## src/rtl/calc_sequencer.sv

```systemverilog
// Sequencing controller for the four-function calculator datapath.
// Latches the selected operation, runs add/sub/shift-add multiply, and drives the display refresh select.
module calc_sequencer #(
    parameter int WIDTH   = 4,
    parameter int REFRESH = 100000
) (
    input  logic                 clk,
    input  logic                 reset,
    input  logic [WIDTH-1:0]     a,
    input  logic [WIDTH-1:0]     b,
    input  logic                 add,
    input  logic                 sub,
    input  logic                 mult,
    input  logic                 squared,
    input  logic                 start,
    output logic [2:0]           op_code,
    output logic [2*WIDTH-1:0]   result,
    output logic                 sign,
    output logic                 busy,
    output logic                 done,
    output logic                 sel
);

    localparam int RWID = 2 * WIDTH;
    localparam int CW   = (WIDTH > 1) ? $clog2(WIDTH + 1) : 1;
    localparam int RW   = (REFRESH > 2) ? $clog2(REFRESH) : 1;

    typedef enum logic [1:0] {
        IDLE,
        EXEC,
        DONE
    } state_t;

    typedef enum logic [2:0] {
        OP_NONE = 3'd0,
        OP_ADD  = 3'd1,
        OP_SUB  = 3'd2,
        OP_MULT = 3'd3,
        OP_SQR  = 3'd4
    } op_t;

    state_t            state;
    op_t               op_sel;
    op_t               op_run;
    op_t               op_next;
    logic [WIDTH-1:0]  a_lat;
    logic [WIDTH-1:0]  b_lat;
    logic [WIDTH-1:0]  mplier;
    logic [RWID-1:0]   mcand;
    logic [RWID-1:0]   acc;
    logic [RWID-1:0]   acc_step;
    logic [RWID-1:0]   sum;
    logic [WIDTH-1:0]  mag_diff;
    logic              a_lt_b;
    logic [CW-1:0]     step_cnt;
    logic [RW-1:0]     refresh_cnt;

    assign op_code = op_sel;

    always_comb begin
        op_next = op_sel;
        if (squared)
            op_next = OP_SQR;
        else if (mult)
            op_next = OP_MULT;
        else if (sub)
            op_next = OP_SUB;
        else if (add)
            op_next = OP_ADD;
    end

    always_comb begin
        sum      = RWID'(a_lat) + RWID'(b_lat);
        a_lt_b   = (a_lat < b_lat);
        mag_diff = a_lt_b ? (b_lat - a_lat) : (a_lat - b_lat);
        acc_step = mplier[0] ? (acc + mcand) : acc;
    end

    // op_run snapshots op_sel at launch so a same-cycle button press only affects the next launch.
    always_ff @(posedge clk) begin
        if (reset) begin
            state    <= IDLE;
            op_sel   <= OP_NONE;
            op_run   <= OP_NONE;
            a_lat    <= '0;
            b_lat    <= '0;
            mplier   <= '0;
            mcand    <= '0;
            acc      <= '0;
            step_cnt <= '0;
            result   <= '0;
            sign     <= 1'b0;
            busy     <= 1'b0;
            done     <= 1'b0;
        end else begin
            case (state)
                IDLE: begin
                    done   <= 1'b0;
                    op_sel <= op_next;
                    if (start && (op_sel != OP_NONE)) begin
                        a_lat    <= a;
                        b_lat    <= b;
                        op_run   <= op_sel;
                        mcand    <= RWID'(a);
                        mplier   <= (op_sel == OP_SQR) ? a : b;
                        acc      <= '0;
                        step_cnt <= '0;
                        busy     <= 1'b1;
                        state    <= EXEC;
                    end
                end
                EXEC: begin
                    case (op_run)
                        OP_ADD: begin
                            result <= sum;
                            sign   <= 1'b0;
                            busy   <= 1'b0;
                            done   <= 1'b1;
                            state  <= DONE;
                        end
                        OP_SUB: begin
                            result <= RWID'(mag_diff);
                            sign   <= a_lt_b;
                            busy   <= 1'b0;
                            done   <= 1'b1;
                            state  <= DONE;
                        end
                        default: begin
                            acc      <= acc_step;
                            mcand    <= mcand << 1;
                            mplier   <= mplier >> 1;
                            step_cnt <= step_cnt + CW'(1);
                            if (step_cnt == CW'(WIDTH - 1)) begin
                                result <= acc_step;
                                sign   <= 1'b0;
                                busy   <= 1'b0;
                                done   <= 1'b1;
                                state  <= DONE;
                            end
                        end
                    endcase
                end
                DONE: begin
                    done  <= 1'b0;
                    state <= IDLE;
                end
                default: begin
                    busy  <= 1'b0;
                    done  <= 1'b0;
                    state <= IDLE;
                end
            endcase
        end
    end

    always_ff @(posedge clk) begin
        if (reset) begin
            refresh_cnt <= '0;
            sel         <= 1'b0;
        end else if (refresh_cnt == RW'(REFRESH - 1)) begin
            refresh_cnt <= '0;
            sel         <= ~sel;
        end else begin
            refresh_cnt <= refresh_cnt + RW'(1);
        end
    end

endmodule

```

## config.mk

```make
export PLATFORM = sky130hd
export DESIGN_NAME = calc_sequencer
export DESIGN_NICKNAME = d
export VERILOG_FILES = /design/src/rtl/calc_sequencer.sv
export SDC_FILE = /design/constraint.sdc
export NUM_CORES = 1
export LEC_CHECK = 0
export CAP_MARGIN = 30
export CORE_ASPECT_RATIO = 1.1
export CORE_MARGIN = 1.5
export CORE_UTILIZATION = 62
export CTS_CLUSTER_SIZE = 25
export DETAILED_ROUTE_END_ITERATION = 8
export GPL_TIMING_DRIVEN = 0
export PLACE_DENSITY = 0.8
export SYNTH_ARGS = -nofsm -noshare
export SYNTH_HDL_FRONTEND = slang
export SYNTH_SLANG_ARGS = --single-unit
export TNS_END_PERCENT = 50
```

## constraint.sdc

```tcl
create_clock -name clk -period 5.4 [get_ports clk]
set_clock_uncertainty 0.05 [all_clocks]
set_input_delay 1.08 -clock clk [delete_from_list [all_inputs] [get_ports clk]]
set_output_delay 1.08 -clock clk [all_outputs]
set_load 0.01 [all_outputs]
```

==> summary.txt <==
Run status
  – Status: completed

Floorplan
  – # IOs: 30
  – Core ar.: 5730 um^2
  – Die area: 6360 um^2
  – Chip height: about 83 um
  – Initial Util: ~64%
  – Row cnt: 29
  – Die Wd: approximately 76 um

Drt
  – Post-Route WL: approximately 8000 um
  – DR DRC count: 0
  – DR WL/cell: approximately 15 um
  – Vias per cell: between 5 and 6
  – Post-route ant nets: 0
  – Pre-Repair DR Iteration Count: 5
  – 1st-iter DRT viols: between 150 and 200
  – Vias: between 3000 and 4000

STA
  – TNS Setup: 0 ns
  – Slew margin rel.: between 50 and 60%
  – Final period utilization: about 46%
  – Setup-failing EPs final: 0
  – Crit path time final: 2.51 ns
  – Worst Max-Slew Pin Slew: between 0.6 and 0.7 ns
  – Slew Limit Fails: 0
  – RSZ-0062 raised after global routing: false
  – Fin. Hold Viols: 0
  – Final setup margin: around 2.9 ns
  – Fmax: roughly 0.4 GHz

Synthesis
  – Register area share after synthesis: 37.3%
  – Synthesized area per cell: 8.45 um^2
  – Number of synthesized flops with an enable pin: 0
  – Post-synth net total: roughly 470
  – Async set-reset flop share out of synthesis: 0%
  – Post-Syn Instances: between 400 and 500
  – Synth Flop Type: dfxtp_1
  – Synth Warn #: 0
  – Register bit count reported by yosys: 68
  – Unique masters post-synth: 54
  – Syn Std Cell Area: 3650 um^2

Cells and area
  – P&R area growth vs syn: 16.1%
  – Commonest non-fill, non-tap cell in the layout: dfxtp_1
  – Share of cells above drive strength 1: under 10%
  – Fin nets: approximately 510
  – Fin cells: between 500 and 600
  – Post-layout util: between 70% and 80%
  – Most frequent cells in the layout: 68 x dfxtp_1, 65 x nor2_1, 50 x nand2_1
  – Inserted Diodes: 0

Clocking
  – CTS H-Tree Depth: 3
  – Reg clk slew, reported paths: around 0.070 ns
  – CTS max path bufs: 2
  – Sink Count: 68
  – Post-CTS setup buffer count: 0
  – Clock insertion delay at the later pin of the skew report: about 0.35 ns
  – CTS tree: built
  – CTS buffer count: 9
  – CTS resizes: 0
  – Hold buffers post-CTS: 0
  – CTS root buffer: clkbuf_8

Place
  – DP Cell Count: ~540
  – Final GP Congestion: about 0.84
  – Pre-CTS WS: approximately 2.6 ns
  – Hpwl dp: around 6200 um
  – Number of I/O port buffers: 29

Pwr
  – Leak: approximately 1.6 nW
  – Pwr dens: about 280 nW/um^2
  – Power after layout: roughly 1.2 mW
  – Peak VDD IR: ~0.22 mV

Critical path
  – Critical Path RT: 5.56 ns
  – Crit Path Max Fanout: 10
  – Crit Path Category: in -> reg
  – Crit path launch type: primary input
  – Crit path DAT: approximately 2.7 ns
  – Crit. End Element: flop

Global routing
  – Grt ovf: 0
  – Initial antenna violation count: 0
  – Largest net degree at the start of global routing: 13
  – Tot GR Track Use: between 20% and 30%
  – First-pass GRT wire length: 13700 um
  – Vias in the first global route: about 3000

Flow run
  – Max Cap Viol: 0

Hold path
  – HP Class: reg -> reg
logic make-up after synthesis:
kind of cell | after synthesis | share of synthesized area (%)
compound gates | 91 | 16.7
xor+xnor | 24 | 5.96
fa+ha+maj | 25 | 9.39
buf+inv | 40 | 5.21
flops | 68 | 37.3
mux | 13 | 3.74
simple gates | 171 | 21.7
metrics by stage:
step | cell area, um^2 | hold WS (ns)
floorplan | 3650 | 0.382
global placement | 4040 | 0.389
detailed placement | 4040 | 0.394
CTS | 4240 | 0.403
global route | 4240 | 0.441
finish | 4240 | 0.404
synth_stat cells (all sizes together), types with 2 or more instances:
cell type	instances	share of area (%)
nand2b	3	0.51
a311oi	4	0.96
a22oi	4	0.82
and3	3	0.51
inv	18	1.9
or3	3	0.51
a211oi	6	1.2
a21o	5	1.0
xor2	12	2.9
or2	2	0.34
nor3b	6	1.5
clkbuf	9	0.93
nand2	50	5.1
nand3	14	1.9
a211o	3	0.72
nand4	2	0.34
mux2	2	0.72
o211ai	3	0.62
nor2b	5	0.86
a31oi	6	1.0
a32oi	3	0.72
ha	21	7.2
o21a	4	1.0
nor2	67	7.3
o21ai	8	1.1
nand3b	2	0.41
a21oi	32	4.4
fa	4	2.2
buf	13	2.4
a221oi	2	0.65
dfxtp	68	37
xnor2	12	3.1
mux2i	11	3.0
and4	2	0.48
nor3	10	1.4
o311ai	2	0.48
o31ai	4	0.82
report_power, final:
group | switching [mW] | internal, mW
registers | 0.0246 | 0.523
clock network | 0.198 | 0.225
logic | 0.123 | 0.0905
flip-flops by register name, indices dropped and copies added, names as in the netlist:
register,cells
busy,1
b_lat,4
a_lat,4
state,2
sign,1
op_code,3
done,1
refresh_cnt,17
sel,1
mcand,8
result,8
op_run,3
acc,8
step_cnt,3
mplier,4
final timing paths:
kind / start / endpoint / slack [ns] / cells after the start
worst max register to register: b_lat[0] / result[3] / 3.06 / 8
worst min-delay path: mplier[1] / mplier[1] / 0.40 / 2
worst max-delay path: reset / acc[6] / 2.89 / 5
worst min register to register: mplier[1] / mplier[1] / 0.40 / 2
cell type report:
cell class / count / area, um^2
Fill cell: 471 / 1490
Tap cell: 77 / 96.3
Clock buffer: 10 / 138
Multi-Input combinational cell: 324 / 2100
Buffer: 22 / 123
Inverter: 18 / 67.6
Timing Repair Buffer: 29 / 290
Clock inverter: 6 / 63.8
Sequential cell: 68 / 1360
layer usage:
layer,global-route usage (%),part of all wire (%)
met5,0,0
met4,13.3,2.4
met3,3.72,4.5
met2,47.0,47
met1,34.0,46
critical path, stage by stage:
cell and delay, ns:
clkdlybuf4s50_1 0.52, clkbuf_1 0.33, clkbuf_1 0.47, nand4b_1 0.20, o31ai_1 0.07
Power figures use the tool's default switching activity.
